<file path="src/rtl/demux_1x2_tdm_pkg.sv">
// Shared constants for the two-channel TDM receive demux.
package demux_1x2_tdm_pkg;
  localparam int DEF_WIDTH = 4;

  localparam logic [1:0] HUNT  = 2'd0;
  localparam logic [1:0] EXP_B = 2'd1;
  localparam logic [1:0] EXP_A = 2'd2;
endpackage

</file>
<file path="src/rtl/demux_1x2_tdm_if.sv">
// TDM bus plus the reassembled pair outputs of the receive demux.
interface demux_1x2_tdm_if
  import demux_1x2_tdm_pkg::*;
#(
  parameter int WIDTH = DEF_WIDTH,
  parameter int CNT_W = 8
);
  logic [WIDTH-1:0] din;
  logic             din_valid;
  logic             sync;
  logic             err_clr;
  logic [WIDTH-1:0] a_out;
  logic [WIDTH-1:0] b_out;
  logic             pair_valid;
  logic             Sel_out;
  logic             sync_err;
  logic [CNT_W-1:0] pair_cnt;

  modport master (
    output din, din_valid, sync, err_clr,
    input  a_out, b_out, pair_valid, Sel_out, sync_err, pair_cnt
  );

  modport slave (
    input  din, din_valid, sync, err_clr,
    output a_out, b_out, pair_valid, Sel_out, sync_err, pair_cnt
  );
endinterface

</file>
<file path="src/rtl/demux_1x2_tdm.sv">
// Splits an alternating a/b TDM word stream back into registered (a, b) pairs,
// with a sticky framing-error flag and a wrapping completed-pair counter.
module demux_1x2_tdm
  import demux_1x2_tdm_pkg::*;
#(
  parameter int WIDTH = DEF_WIDTH,
  parameter int CNT_W = 8
) (
  input  logic             clk,
  input  logic             rst,
  demux_1x2_tdm_if.slave   bus
);
  logic [1:0]       state, state_nxt;
  logic [WIDTH-1:0] a_hold;
  logic             take_a, take_b, frame_err;

  // Any sync-tagged word is a fresh channel-a word, whatever state we are in.
  assign take_a    = bus.din_valid & bus.sync;
  assign take_b    = bus.din_valid & ~bus.sync & (state == EXP_B);
  assign frame_err = bus.din_valid & ((bus.sync & (state == EXP_B)) |
                                      (~bus.sync & (state == EXP_A)));

  always_comb begin
    state_nxt = state;
    if (bus.din_valid) begin
      case (state)
        HUNT:    if (bus.sync) state_nxt = EXP_B;
        EXP_B:   if (!bus.sync) state_nxt = EXP_A;
        EXP_A:   state_nxt = bus.sync ? EXP_B : HUNT;
        default: state_nxt = HUNT;
      endcase
    end
  end

  always_ff @(posedge clk or posedge rst) begin
    if (rst) begin
      state          <= HUNT;
      a_hold         <= '0;
      bus.a_out      <= '0;
      bus.b_out      <= '0;
      bus.pair_valid <= 1'b0;
      bus.Sel_out    <= 1'b0;
      bus.sync_err   <= 1'b0;
      bus.pair_cnt   <= '0;
    end else begin
      state          <= state_nxt;
      bus.Sel_out    <= (state_nxt == EXP_B);
      bus.pair_valid <= take_b;
      if (take_a) a_hold <= bus.din;
      if (take_b) begin
        bus.a_out    <= a_hold;
        bus.b_out    <= bus.din;
        bus.pair_cnt <= bus.pair_cnt + CNT_W'(1);
      end
      // A new error beats a simultaneous clear.
      if (frame_err)        bus.sync_err <= 1'b1;
      else if (bus.err_clr) bus.sync_err <= 1'b0;
    end
  end
endmodule

</file>
<file path="src/flat_wrapper.sv">
// flat-port wrapper written by rule: the top's interface ports become plain ports
module demux_1x2_tdm_flat import demux_1x2_tdm_pkg::*;
#(
  parameter int WIDTH = DEF_WIDTH,
  parameter int CNT_W = 8
)
  (clk, rst, bus_din, bus_din_valid, bus_sync, bus_err_clr, bus_a_out, bus_b_out, bus_pair_valid, bus_Sel_out, bus_sync_err, bus_pair_cnt);
  demux_1x2_tdm_if #(.WIDTH(WIDTH), .CNT_W(CNT_W)) bus_i ();
  input  logic clk;
  input  logic rst;
  input wire logic [$bits(bus_i.din)-1:0] bus_din;
  input wire logic [$bits(bus_i.din_valid)-1:0] bus_din_valid;
  input wire logic [$bits(bus_i.sync)-1:0] bus_sync;
  input wire logic [$bits(bus_i.err_clr)-1:0] bus_err_clr;
  output wire logic [$bits(bus_i.a_out)-1:0] bus_a_out;
  output wire logic [$bits(bus_i.b_out)-1:0] bus_b_out;
  output wire logic [$bits(bus_i.pair_valid)-1:0] bus_pair_valid;
  output wire logic [$bits(bus_i.Sel_out)-1:0] bus_Sel_out;
  output wire logic [$bits(bus_i.sync_err)-1:0] bus_sync_err;
  output wire logic [$bits(bus_i.pair_cnt)-1:0] bus_pair_cnt;
  assign bus_i.din = bus_din;
  assign bus_i.din_valid = bus_din_valid;
  assign bus_i.sync = bus_sync;
  assign bus_i.err_clr = bus_err_clr;
  assign bus_a_out = bus_i.a_out;
  assign bus_b_out = bus_i.b_out;
  assign bus_pair_valid = bus_i.pair_valid;
  assign bus_Sel_out = bus_i.Sel_out;
  assign bus_sync_err = bus_i.sync_err;
  assign bus_pair_cnt = bus_i.pair_cnt;
  demux_1x2_tdm #(.WIDTH(WIDTH), .CNT_W(CNT_W)) u_core (.clk(clk), .rst(rst), .bus(bus_i));
endmodule
</file>
<file path="config.mk">
export PLATFORM = sky130hd
export DESIGN_NAME = demux_1x2_tdm_flat
export DESIGN_NICKNAME = d
export VERILOG_FILES = /design/src/rtl/demux_1x2_tdm_pkg.sv /design/src/rtl/demux_1x2_tdm_if.sv /design/src/rtl/demux_1x2_tdm.sv /design/src/flat_wrapper.sv
export SDC_FILE = /design/constraint.sdc
export NUM_CORES = 1
export LEC_CHECK = 0
export ABC_AREA = 1
export BUFFER_PORTS_ARGS = -buffer_cell sky130_fd_sc_hd__buf_2
export CAP_MARGIN = 20
export CELL_PAD_IN_SITES_DETAIL_PLACEMENT = 2
export CELL_PAD_IN_SITES_GLOBAL_PLACEMENT = 2
export CORE_ASPECT_RATIO = 1.75
export CORE_UTILIZATION = 34
export CTS_BUF_LIST = sky130_fd_sc_hd__clkbuf_8
export DETAILED_ROUTE_END_ITERATION = 7
export PLACE_DENSITY = 0.87
export SYNTH_ARGS = -nofsm -noshare
export SYNTH_HDL_FRONTEND = slang
export SYNTH_SLANG_ARGS = --single-unit
</file>
<file path="constraint.sdc">
create_clock -name clk -period 2.9 [get_ports clk]
set_input_delay 0.145 -clock clk [delete_from_list [all_inputs] [get_ports clk]]
set_output_delay 0.145 -clock clk [all_outputs]
set_load 0.05 [all_outputs]
</file>
=== Yosys cells after proc, flatten, opt, wreduce, memory -nomap -nowiden ===
Index checks and enable logic that the tools add are counted.

* ROM bits: 0
* Word-level logic and storage cells: 29
* Latch bits: 0
* Memories kept: 0
* Bits in registers: 25
* Bits in writable memories: 0
* Output and inout port bits: 19

* Order comparisons: 0
* Reductions and logical operators: 2
* Add/subtract/negate cells: 1
* Equal/unequal tests: 3
* Shift operators: 0
* Mux-type cells: 7
* Bitwise gates (word level): 8
* Multiply operators: 0
* Divide/modulo/power cells: 0

{| class="wikitable"
|+ Operators by type and width
! kind !! number
|-
| $add 8x1->8 const B || 1
|-
| $and 1x1->1 || 6
|-
| $mux 2 || 3
|-
| $pmux 2 s3 || 1
|-
| $eq 2x1->1 const B || 2
|-
| $mux 1 || 3
|-
| $eq 2x2->1 const B || 1
|-
| $logic_not 2->1 || 1
|-
| $reduce_bool 2->1 || 1
|-
| $not 1->1 || 1
|-
| $or 1x1->1 || 1
|}

=== Depth between registers and ports, before layout ===
* Depth after elaboration: 5
* Gate-level depth with buffers: 7
* Gate-level depth less buffers: 7

=== Worst setup path after synthesis ===
OpenSTA, ideal clock, no wires.

* Kind: flip-flop to flip-flop
* From: reg u_core.bus.pair_cnt[0]
* To: reg u_core.bus.pair_cnt[4]
* Path buffers: 0
* Stages on the path, launching flop included: 6
* Data arrival time: 1.279 ns
* Setup slack: 1.478 ns
* Clock period less this slack: 1.422 ns
* Required time: 2.758 ns
* Cell sequence: dfrtp_1 > ha_1 > inv_1 > nor2_1 > nand2_1 > xnor2_1

* Word-level cells in the longest chain between the ends: 1

{| class="wikitable"
|+ RTL lines
! item !! RTL line !! source
|-
| start: declaration || demux_1x2_tdm_if.sv:26 || <nowiki>output a_out, b_out, pair_valid, Sel_out, sync_err, pair_cnt</nowiki>
|-
| start signal: assignment || demux_1x2_tdm.sv:53 || <nowiki>bus.pair_cnt <= bus.pair_cnt + CNT_W'(1);</nowiki>
|-
| $add 8x1->8 || demux_1x2_tdm.sv:53 ||
|}

No other way between the ends.
A chain may end at the register's enable or synchronous reset.

=== Final worst setup path ===
* From: reg u_core.state[1]
* To: reg u_core.bus.Sel_out

* Word-level cells in the longest chain between the ends: 4
* Elaborated cells between the ends (all ways): 8
* Classes of those cells: eq/ne: 3; mux: 4; reduce/logical: 1

{| class="wikitable"
|+ RTL lines
! item !! RTL line !! source
|-
| start: declaration || demux_1x2_tdm.sv:13 || <nowiki>logic [1:0] state, state_nxt;</nowiki>
|-
| start signal: assignment || demux_1x2_tdm.sv:46 || <nowiki>state <= state_nxt;</nowiki>
|-
| $eq 2x2->1, or another cell as far along || demux_1x2_tdm.sv:26 || <nowiki>case (state)</nowiki>
|-
| $pmux 2 s3 || demux_1x2_tdm.sv:26 ||
|-
| $mux 2 * || demux_1x2_tdm.sv:25 || <nowiki>if (bus.din_valid) begin</nowiki>
|-
| via u_core.state_nxt[1] || demux_1x2_tdm.sv:13 ||
|-
| $eq 2x1->1 * || demux_1x2_tdm.sv:47 || <nowiki>bus.Sel_out <= (state_nxt == EXP_B);</nowiki>
|-
| end signal: assignment || demux_1x2_tdm.sv:47 ||
|-
| end: declaration || demux_1x2_tdm_if.sv:26 ||
|}

Mark *: on every way through the listed nets, which the timed path passes. The rest lies on a longest branch.

==> results.cfg <==
[setup_path]
crit_arrival_ns = 1.73
worst-path-max-fanout = 14
critPathRequiredTime_ns = 3.05
reg2regPathDepth = 4
r2r_slack_ns = 1.32
cpLargestDelayFamily = simple AND/OR/NAND/NOR gates
cpPeakStageDelay_ns = 0.51
crit_slowest_cell = nand4_1
crit_buf_inv = 1
crit_chain = inv_1, nand4_1, o21ai_0, a21oi_1
regToRegStartpoint = u_core.state[1]$_DFF_PP0_
crit_type = flop to flop
r2r_end = u_core.bus.Sel_out$_DFF_PP0_
end_kind = flop
cp-start-kind = flop

[power_and_ir_drop]
internal_power_mw = 0.615
clkPwrFrac = 0.185
p_comb_frac = 0.385
peakVddDrop_v = 0.000385
switching_share = 0.448
total_power_mw = 1.11
power_density_nw_per_um2 = 839
p_leak_nw = 0.721
p_seq_frac = 0.430
p_sw_mw = 0.499

[cts]
clock-sinks = 25
cts_root_buf = clkbuf_8
tritoncts = done
cts-resized-gates = 0
numCtsBuffers = 3
clock_latency_ns = 0.27
clk_path_buf_depth = 2
clkTransAtPathRegs_ns = 0.09
htree_levels = 1

[timing]
clock-skew-final_ns = 0.00183
relSlewSlack = 0.577
worst_pin_slew_ns = 0.633
min_period_ns = 1.58
post-route-period-util = 0.544
report.final.slew_viol_count = 0
rsz0062_at_grt = false
holdWs_ns = 0.117
hold_viol_final = 0
setup-violations-final = 0
max_freq_ghz = 0.634
worst_slack_ns = 1.32
fin_tns_setup_ns = 0

[yosys]
yosysWarnings = 0
synthesis.nets = 128
synth-compound-area-share = 0.0687
ys_top_cells_by_area = dfrtp_1, nand2_1, inv_1
synth_fa_ha_area_frac = 0.0116
postSynthAreaPerCell_um2 = 9.11
seq_area_frac_synth = 0.582
synth-simple-area-share = 0.224
yosys.area_share.xor_xnor = 0.0326
netlist-cell-type-count = 18
synth_top_family_by_area = simple AND/OR/NAND/NOR gates
synth_mux_area_frac = 0
syn_area_um2 = 1070
synth_cells = 118
synth_top_area_share = 0.582
synth-seq-cells = 25
synth_area_leader_cell = dfrtp_1

[finish]
final_cell_mix = nand2_1, buf_2, dfrtp_1, inv_1
fin_nets = 160
final_common_cell = nand2_1
fin_area_um2 = 1330
fin_cells = 191
area_growth_syn_to_layout_pct = 23.6
finish.utilization = 0.449
drive_gt1_frac = 0.255
n_antenna_cell = 0

[routing]
antenna_left = 0
vias = 895
vias_per_cell = 4.69
drt_iter0_drc = 12
drtPass1Iterations = 3
drt-total-wl_um = 2760
wire_per_inst_um = 14.4
drc = 0

[min_path]
hold_path_depth = 2
min_from = bus_err_clr
hold_path_class = input pin to flop
hold_path_end = u_core.bus.sync_err$_DFFE_PP0P_

[global_route]
grt_usage = 0.187
antenna_found_initial = 0
grt_max_degree = 26
gr-total-overflow = 0
grt_pass1_wl_um = 4710
grt_pass1_vias = 1046

[die]
chipHeight_um = 76.4
start_util = 0.363
die_w_um = 44.5
io_pins = 28
core_um2 = 2960
rows = 26
dieArea_um2 = 3400

[run]
max_cap_violations = 0

[place]
pre_cts_ws_ns = 1.34
io_buffers = 27
placed_area_um2 = 1250
place_congestion = 0.833
placedCellCount = 185
hpwl_um = 2060

[run_status]
outcome = complete, no violations
## cell usage after synthesis, drive strengths merged
cell type   n
buf         2
nand2      42
nand3       4
dfrtp      25
a21oi       1
o221ai      1
inv        19
ha          1
xor2        1
o21ai       9
or2         1
nand4       5
nor2        4
xnor2       3
## area by class of cell
| class | count | area, um2 |
|---|---|---|
| Inverter | 19 | 71.3 |
| Tap cell | 42 | 52.6 |
| Fill cell | 350 | 1630 |
| Multi-Input combinational cell | 72 | 362 |
| Clock buffer | 3 | 41.3 |
| Timing Repair Buffer | 29 | 173 |
| Clock inverter | 1 | 3.75 |
| Sequential cell | 25 | 626 |
## layer usage
| metal | GRT usage | wire length [um] |
|---|---|---|
| met5 | 0 | 0 |
| met4 | 0.0667 | 36 |
| met3 | 0.0237 | 63 |
| met2 | 0.360 | 1670 |
| met1 | 0.189 | 982 |
## state kept, by name, summed over array words and instances (netlist names)
register and flops:
u_core.bus.sync_err 1, u_core.a_hold 4, u_core.state 2, u_core.bus.pair_valid 1
u_core.bus.a_out 4, u_core.bus.b_out 4, u_core.bus.Sel_out 1, u_core.bus.pair_cnt 8
## kinds of logic (layout without fill, tap and decap cells)
| logic type | count (synthesis) | after routing |
|---|---|---|
| buf+inv | 21 | 52 |
| xor+xnor | 4 | 4 |
| flops | 25 | 25 |
| compound gates | 11 | 11 |
| fa+ha+maj | 1 | 1 |
| simple gates | 56 | 56 |
## how the worst max path moves through the flow
stage,slack [ns],from,cells past startpoint,to
2_1_floorplan,1.48,u_core.bus.pair_cnt[0]$_DFFE_PP0P_,5,u_core.bus.pair_cnt[4]$_DFFE_PP0P_
3_3_place_gp,1.44,u_core.state[1]$_DFF_PP0_,4,u_core.bus.Sel_out$_DFF_PP0_
3_5_place_dp,1.34,u_core.state[1]$_DFF_PP0_,4,u_core.bus.Sel_out$_DFF_PP0_
4_1_cts,1.30,u_core.state[1]$_DFF_PP0_,4,u_core.bus.Sel_out$_DFF_PP0_
5_1_grt,1.17,u_core.state[1]$_DFF_PP0_,4,u_core.bus.Sel_out$_DFF_PP0_
6_report,1.32,u_core.state[1]$_DFF_PP0_,4,u_core.bus.Sel_out$_DFF_PP0_
## worst register-to-register path: stages, from the launching register on
cell     delay (ns)
dfrtp_1        0.42
inv_1          0.11
nand4_1        0.51
o21ai_0        0.34
a21oi_1        0.08
## power groups by stage
stage               logic, mW  registers (mW)  clock network [mW]
finish                  0.429           0.480               0.206
global route            0.461           0.492               0.225
CTS                     0.430           0.483               0.212
detailed placement      0.428           0.489                   0
global placement        0.411           0.484                   0
floorplan               0.103           0.696                   0
## timing repair
| item | in CTS | in global routing |
|---|---|---|
| hold buffers | 0 | 1 |
| hold endpoints to repair | 0 | 25 |
| setup buffers | 0 | 0 |
| setup endpoints to repair | 0 | 0 |
Power figures use the tool's default switching activity.
